`config.mk`:
```
export PLATFORM = sky130hd
export DESIGN_NAME = bin2bcd_seq
export DESIGN_NICKNAME = d
export VERILOG_FILES = /design/src/rtl/bin2bcd_seq.sv
export SDC_FILE = /design/constraint.sdc
export NUM_CORES = 1
export LEC_CHECK = 0
export BUFFER_PORTS_ARGS = -buffer_cell sky130_fd_sc_hd__buf_2
export CAP_MARGIN = 20
export CORE_UTILIZATION = 55
export DETAILED_ROUTE_END_ITERATION = 10
export MAX_ROUTING_LAYER = met4
export PLACE_DENSITY_LB_ADDON = 0.3
export RECOVER_POWER = 25
export SETUP_SLACK_MARGIN = 0.05
export SYNTH_ARGS = -nofsm -noshare
export SYNTH_HDL_FRONTEND = slang
export SYNTH_SLANG_ARGS = --single-unit
```
`constraint.sdc`:
```
create_clock -name clk -period 3.9 [get_ports clk]
set_input_delay 0.195 -clock clk [delete_from_list [all_inputs] [get_ports clk]]
set_output_delay 0.195 -clock clk [all_outputs]
set_load 0.05 [all_outputs]
```
`src/rtl/bin2bcd_seq.sv`:
```
// bin2bcd_seq
//   Request-driven binary-to-BCD converter using shift-and-add-3 (double dabble).
//   It converts one binary bit per cycle, so a conversion takes BIN_W cycles.
//   It handles two's-complement input, overflow and leading-zero blanking.
//
// Ports
//   clk, rst      clock (rising edge), synchronous active-high reset
//   in_valid      request: bin / signed_mode are valid
//   in_ready      block is idle and can accept a request
//   bin           value to convert (BIN_W bits)
//   signed_mode   1 = bin is two's complement
//   out_valid     bcd/sign/overflow/blank hold a completed conversion
//   out_ready     consumer accepts the result
//   bcd           packed BCD, digit 0 (ones) in bits [3:0]
//   sign          input was negative (signed mode only)
//   overflow      magnitude exceeded 10^DIGITS - 1 (bcd holds value mod 10^DIGITS)
//   blank         bit i set when digit i and all higher digits are zero; bit 0 always 0

module bin2bcd_seq #(
   parameter int BIN_W  = 14,
   parameter int DIGITS = 4
) (
   input  logic                  clk,
   input  logic                  rst,
   input  logic                  in_valid,
   output logic                  in_ready,
   input  logic [BIN_W-1:0]      bin,
   input  logic                  signed_mode,
   output logic                  out_valid,
   input  logic                  out_ready,
   output logic [4*DIGITS-1:0]   bcd,
   output logic                  sign,
   output logic                  overflow,
   output logic [DIGITS-1:0]     blank
);

   localparam int BCD_W = 4 * DIGITS;
   localparam int CNT_W = $clog2(BIN_W + 1);

   if (BIN_W < 4 || BIN_W > 32) begin : g_bad_bin_w
      $error("bin2bcd_seq: BIN_W must be in 4..32");
   end
   if (DIGITS < 1 || DIGITS > 10) begin : g_bad_digits
      $error("bin2bcd_seq: DIGITS must be in 1..10");
   end

   typedef enum logic [1:0] {
      IDLE,
      SHIFT,
      DONE
   } state_t;

   state_t             state_q, state_d;
   logic [BIN_W-1:0]   bin_q, bin_d;        // binary shift register
   logic [BCD_W-1:0]   scr_q, scr_d;        // BCD scratch
   logic               acc_ovf_q, acc_ovf_d;
   logic               acc_sign_q, acc_sign_d;
   logic [CNT_W-1:0]   cnt_q, cnt_d;
   logic [BCD_W-1:0]   bcd_q, bcd_d;
   logic               sign_q, sign_d;
   logic               overflow_q, overflow_d;
   logic [DIGITS-1:0]  blank_q, blank_d;

   logic [BCD_W-1:0]   adj;
   logic [BCD_W-1:0]   scr_shift;
   logic [BIN_W-1:0]   bin_shift;
   logic               ovf_now;
   logic [DIGITS-1:0]  blank_new;
   logic               neg;

   // Add-3 correction on every digit >= 5, then shift {scratch, binary} left.
   // The bit leaving the top digit is a carry past 10^DIGITS, i.e. overflow.
   always_comb begin
      logic [3:0] dig;
      logic       all_zero;
      adj      = '0;
      dig      = '0;
      for (int unsigned i = 0; i < DIGITS; i++) begin
         dig            = scr_q[4*i +: 4];
         adj[4*i +: 4]  = (dig >= 4'd5) ? dig + 4'd3 : dig;
      end
      scr_shift = {adj[BCD_W-2:0], bin_q[BIN_W-1]};
      bin_shift = {bin_q[BIN_W-2:0], 1'b0};
      ovf_now   = acc_ovf_q | adj[BCD_W-1];

      // Blanking scans from the top digit down; the ones digit is never blanked.
      blank_new = '0;
      all_zero  = 1'b1;
      for (int unsigned i = DIGITS - 1; i >= 1; i--) begin
         all_zero     = all_zero & (scr_shift[4*i +: 4] == 4'd0);
         blank_new[i] = all_zero;
      end
   end

   always_comb begin
      state_d    = state_q;
      bin_d      = bin_q;
      scr_d      = scr_q;
      acc_ovf_d  = acc_ovf_q;
      acc_sign_d = acc_sign_q;
      cnt_d      = cnt_q;
      bcd_d      = bcd_q;
      sign_d     = sign_q;
      overflow_d = overflow_q;
      blank_d    = blank_q;
      neg        = signed_mode & bin[BIN_W-1];

      case (state_q)
         IDLE: begin
            if (in_valid) begin
               // BIN_W-bit negation; the most-negative input maps to 2^(BIN_W-1).
               bin_d      = neg ? (~bin + BIN_W'(1)) : bin;
               scr_d      = '0;
               acc_ovf_d  = 1'b0;
               acc_sign_d = neg;
               cnt_d      = '0;
               state_d    = SHIFT;
            end
         end
         SHIFT: begin
            scr_d     = scr_shift;
            bin_d     = bin_shift;
            acc_ovf_d = ovf_now;
            cnt_d     = cnt_q + CNT_W'(1);
            if (cnt_q == CNT_W'(BIN_W - 1)) begin
               state_d    = DONE;
               bcd_d      = scr_shift;
               sign_d     = acc_sign_q;
               overflow_d = ovf_now;
               blank_d    = blank_new;
            end
         end
         DONE: begin
            if (out_ready) begin
               state_d = IDLE;
            end
         end
         default: state_d = IDLE;
      endcase
   end

   always_ff @(posedge clk) begin
      if (rst) begin
         state_q    <= IDLE;
         bin_q      <= '0;
         scr_q      <= '0;
         acc_ovf_q  <= 1'b0;
         acc_sign_q <= 1'b0;
         cnt_q      <= '0;
         bcd_q      <= '0;
         sign_q     <= 1'b0;
         overflow_q <= 1'b0;
         blank_q    <= '0;
      end else begin
         state_q    <= state_d;
         bin_q      <= bin_d;
         scr_q      <= scr_d;
         acc_ovf_q  <= acc_ovf_d;
         acc_sign_q <= acc_sign_d;
         cnt_q      <= cnt_d;
         bcd_q      <= bcd_d;
         sign_q     <= sign_d;
         overflow_q <= overflow_d;
         blank_q    <= blank_d;
      end
   end

   assign in_ready  = (state_q == IDLE) && !rst;
   assign out_valid = (state_q == DONE);
   assign bcd       = bcd_q;
   assign sign      = sign_q;
   assign overflow  = overflow_q;
   assign blank     = blank_q;

endmodule
```
==> metrics.md <==
| Metric | Value |
|---|---|
| Total number of vias | `2612` |
| Worst Hold Class | `in -> reg` |
| Mapped cell area | `2900 um^2` |
| Setup Skew | `0.00672 ns` |
| Dpl ws | `1.84 ns` |
| N_diodes | `0` |
| Synth top area share | `40.7%` |
| Multi-input combinational cell area | `1580 um^2` |
| Register area | `between 1000 and 1500 um^2` |
| Die X | `roughly 75 um` |
| DIE HEIGHT | `74.6 um` |
| GRT Overall Usage | `about a quarter` |
| GRT Max-Usage Layer | `met2` |
| Startpoint Class | `register` |
| Max Slew Vio Count | `0` |
| First-pass GRT wire length | `10300 um` |
| Fin crit share | `between 50% and 60%` |
| DRT iter0 DRCs | `220` |
| RePlAce Congestion | `~0.84` |
| Routed WL per cell | `13.3 um` |
| Slowest CP cell | `or4b_2` |
| First-pass DRT Iterations | `4` |
| Die area | `between 5000 and 6000 um^2` |
| M1 GR Usage | `32.9%` |
| Clk root buf | `clkbuf_8` |
| Vias per cell | `about 5.6` |
| Layout area overhead | `14.6%` |
| Largest net degree at the start of global routing | `42` |
| Crit path DAT | `roughly 2.3 ns` |
| Hold buffer count at CTS | `0` |
| Final hold viol count | `0` |
| WL final | `6200 um` |
| CTS buffer count | `9` |
| Crit-path max cell delay | `~0.65 ns` |
| Detail Route Antenna Nets | `0` |
| Fin cells | `about 470` |
| Worst ir drop on vdd | `0.283 mV` |
| Congestion Overflow GR | `0` |
| Worst Path Max Fanout | `3` |
| Crit-path cells | `inv_1 > ha_1 > nand2b_1 > a21oi_1 > xnor2_1 > or4b_2 > o31ai_1` |
| FMAX | `483 MHz` |
| Worst Setup End Kind | `register` |
| Power per standard cell area | `about 400 nW/um^2` |
| Cell Rows | `26` |
| Crit path time final | `2.07 ns` |
| CTS max path bufs | `2` |
| DR DRC count | `0` |
| Syn Nets | `about 390` |
| CTS clk-pin slew, worst paths | `0.07 ns` |
| Top FF cell, synth | `dfxtp_1` |
| Endpoints failing setup | `0` |
| Synth top area cells | `dfxtp_1 41%, a21oi_1 6.0%, nor2_1 5.6%, nand2_1 5.0%, ha_1 4.7%` |
| I/O pin count | `43` |
| RSZ-0062 raised after global routing | `no` |
| Cell Area, Placed | `3140 um^2` |
| Number of global-route vias before repair | `approximately 2300` |
| Post-synthesis sequential area ratio | `between 40% and 50%` |
| Final WS setup | `1.83 ns` |
| Design area | `3320 um^2` |
| #FFs+latches synth | `59` |
| Core area | `a little over 5000 um^2` |
| Post-DP HPWL | `4380 um` |
| Post-synth EDFFs | `0` |
| Static Leak | `~1.2 nW` |
| Skew-Pair Late Insertion Delay | `around 0.33 ns` |
| PortBufs | `41` |
| # clock sinks | `59` |
| Starting Density | `56.8%` |
| Critical path required time | `around 4.2 ns` |
| Post-synth top area cell | `dfxtp_1` |
| Grt met2 use | `37.8%` |
| H-tree depth | `3` |
| Family with the most delay on the worst path | `simple AND/OR/NAND/NOR gates` |
| CTS tree | `built` |
| Mapped Cells | `between 300 and 400` |
| Setup TNS | `0 ns` |
| Total setup buffers inserted after CTS | `0` |
| Post-synth ARST share | `0%` |
| Max Cap Viol | `0` |
| Outcome | `completed` |
| Synth unique cells | `45` |
| Fill count | `472` |
| Worst-margin pin slew | `0.808 ns` |
| Final nets | `421` |
| Initial antenna violation count | `0` |
| Top post-synthesis cells by count | `59 x dfxtp_1, 43 x nor2_1, 39 x nand2_1` |
| Cell with the most instances after synthesis | `dfxtp_1` |
| GRT met3 Usage | `6.16%` |
| WP buf/inv | `1` |
| Placed cells | `450` |
| Avg Cell Area, Syn | `8.12 um^2` |
| Total power | `0.00131 W` |
| Relative slew margins | `46.1%` |
| Synth warn | `0` |
| Fraction of layout instances using a drive strength above 1 | `12.4%` |
| CTS resizes | `0` |
| CP Class | `reg -> reg` |
-- kinds of logic (layout without fill, tap and decap cells) --
family	after synthesis	after routing	share of synthesized area, %
buffers and inverters	35	74	4.70
adders and majority gates	11	11	4.75
AOI/OAI and AO/OA	91	91	20.4
DFF	59	59	40.7
other	1	1	0.129
xor gates and xnor gates	14	14	4.23
muxes	5	5	1.73
and+or+nand+nor	141	141	23.3
-- worst reg2reg max path, stage by stage, from the launching register on --
cell	delay (ns)
dfxtp_1	0.35
inv_1	0.08
ha_1	0.17
nand2b_1	0.15
a21oi_1	0.24
xnor2_1	0.15
or4b_2	0.65
o31ai_1	0.21
-- metrics by stage --
stage,hold slack [ns],util (%)
CTS,0.144,65.6
floorplan,0.343,-
global route,0.162,65.1
global placement,0.442,61.4
detailed placement,0.446,61.4
finish,0.152,65.1
-- cell usage in the layout (no fill, tap or decap), types with 8 or more instances in the layout --
cell and count:
dfxtp_1 59, nor2_1 43, nand2_1 39, a21oi_1 35
buf_2 22, clkbuf_1 19, nand3_1 16, inv_1 13
clkbuf_8 12, nor3_1 11, ha_1 11, o21ai_0 10
a222oi_1 9, a211oi_1 8, a22oi_1 8
-- final cells by class --
class                   instances  area share (%)
repair buffers                 45            6.36
clock inverters                 4            1.43
clock buffers                  12            4.97
inverters                      13            1.47
multi-input cells             263            47.6
well taps                      70            2.63
flip-flops and latches         59            35.5
-- flip-flops by register name, indices dropped and copies added, names as in the netlist --
register / flops
bin_q: 14
overflow: 1
bcd: 16
cnt_q: 4
sign: 1
acc_ovf_q: 1
acc_sign_q: 1
state_q: 2
blank: 3
scr_q: 16
-- path summary, 6_finish.rpt --
kind	to	slack (ns)	cells past startpoint	startpoint
worst max-delay path	blank[1]	1.83	7	scr_q[5]
worst min-delay path	bin_q[0]	0.15	3	bin[0]
worst max register to register	blank[1]	1.83	7	scr_q[5]
worst min register to register	bcd[5]	0.46	2	bcd[5]
-- report_power, final --
part | total (W) | switching, W | internal (W)
Clock | 0.000583 | 0.000238 | 0.000345
Combinational | 0.000103 | 0.0000668 | 0.0000362
Sequential | 0.000624 | 0.00000886 | 0.000615
Total | 0.00131 | 0.000314 | 0.000996
-- routing by layer --
layer  part of all wire (%)  vias to the layer above
met5                      0                        -
li1                       -                     1331
met2                     46                       61
met3                    4.4                        9
met4                    1.7                        0
met1                     48                     1211
No activity file was read; power rests on OpenSTA's default activity.
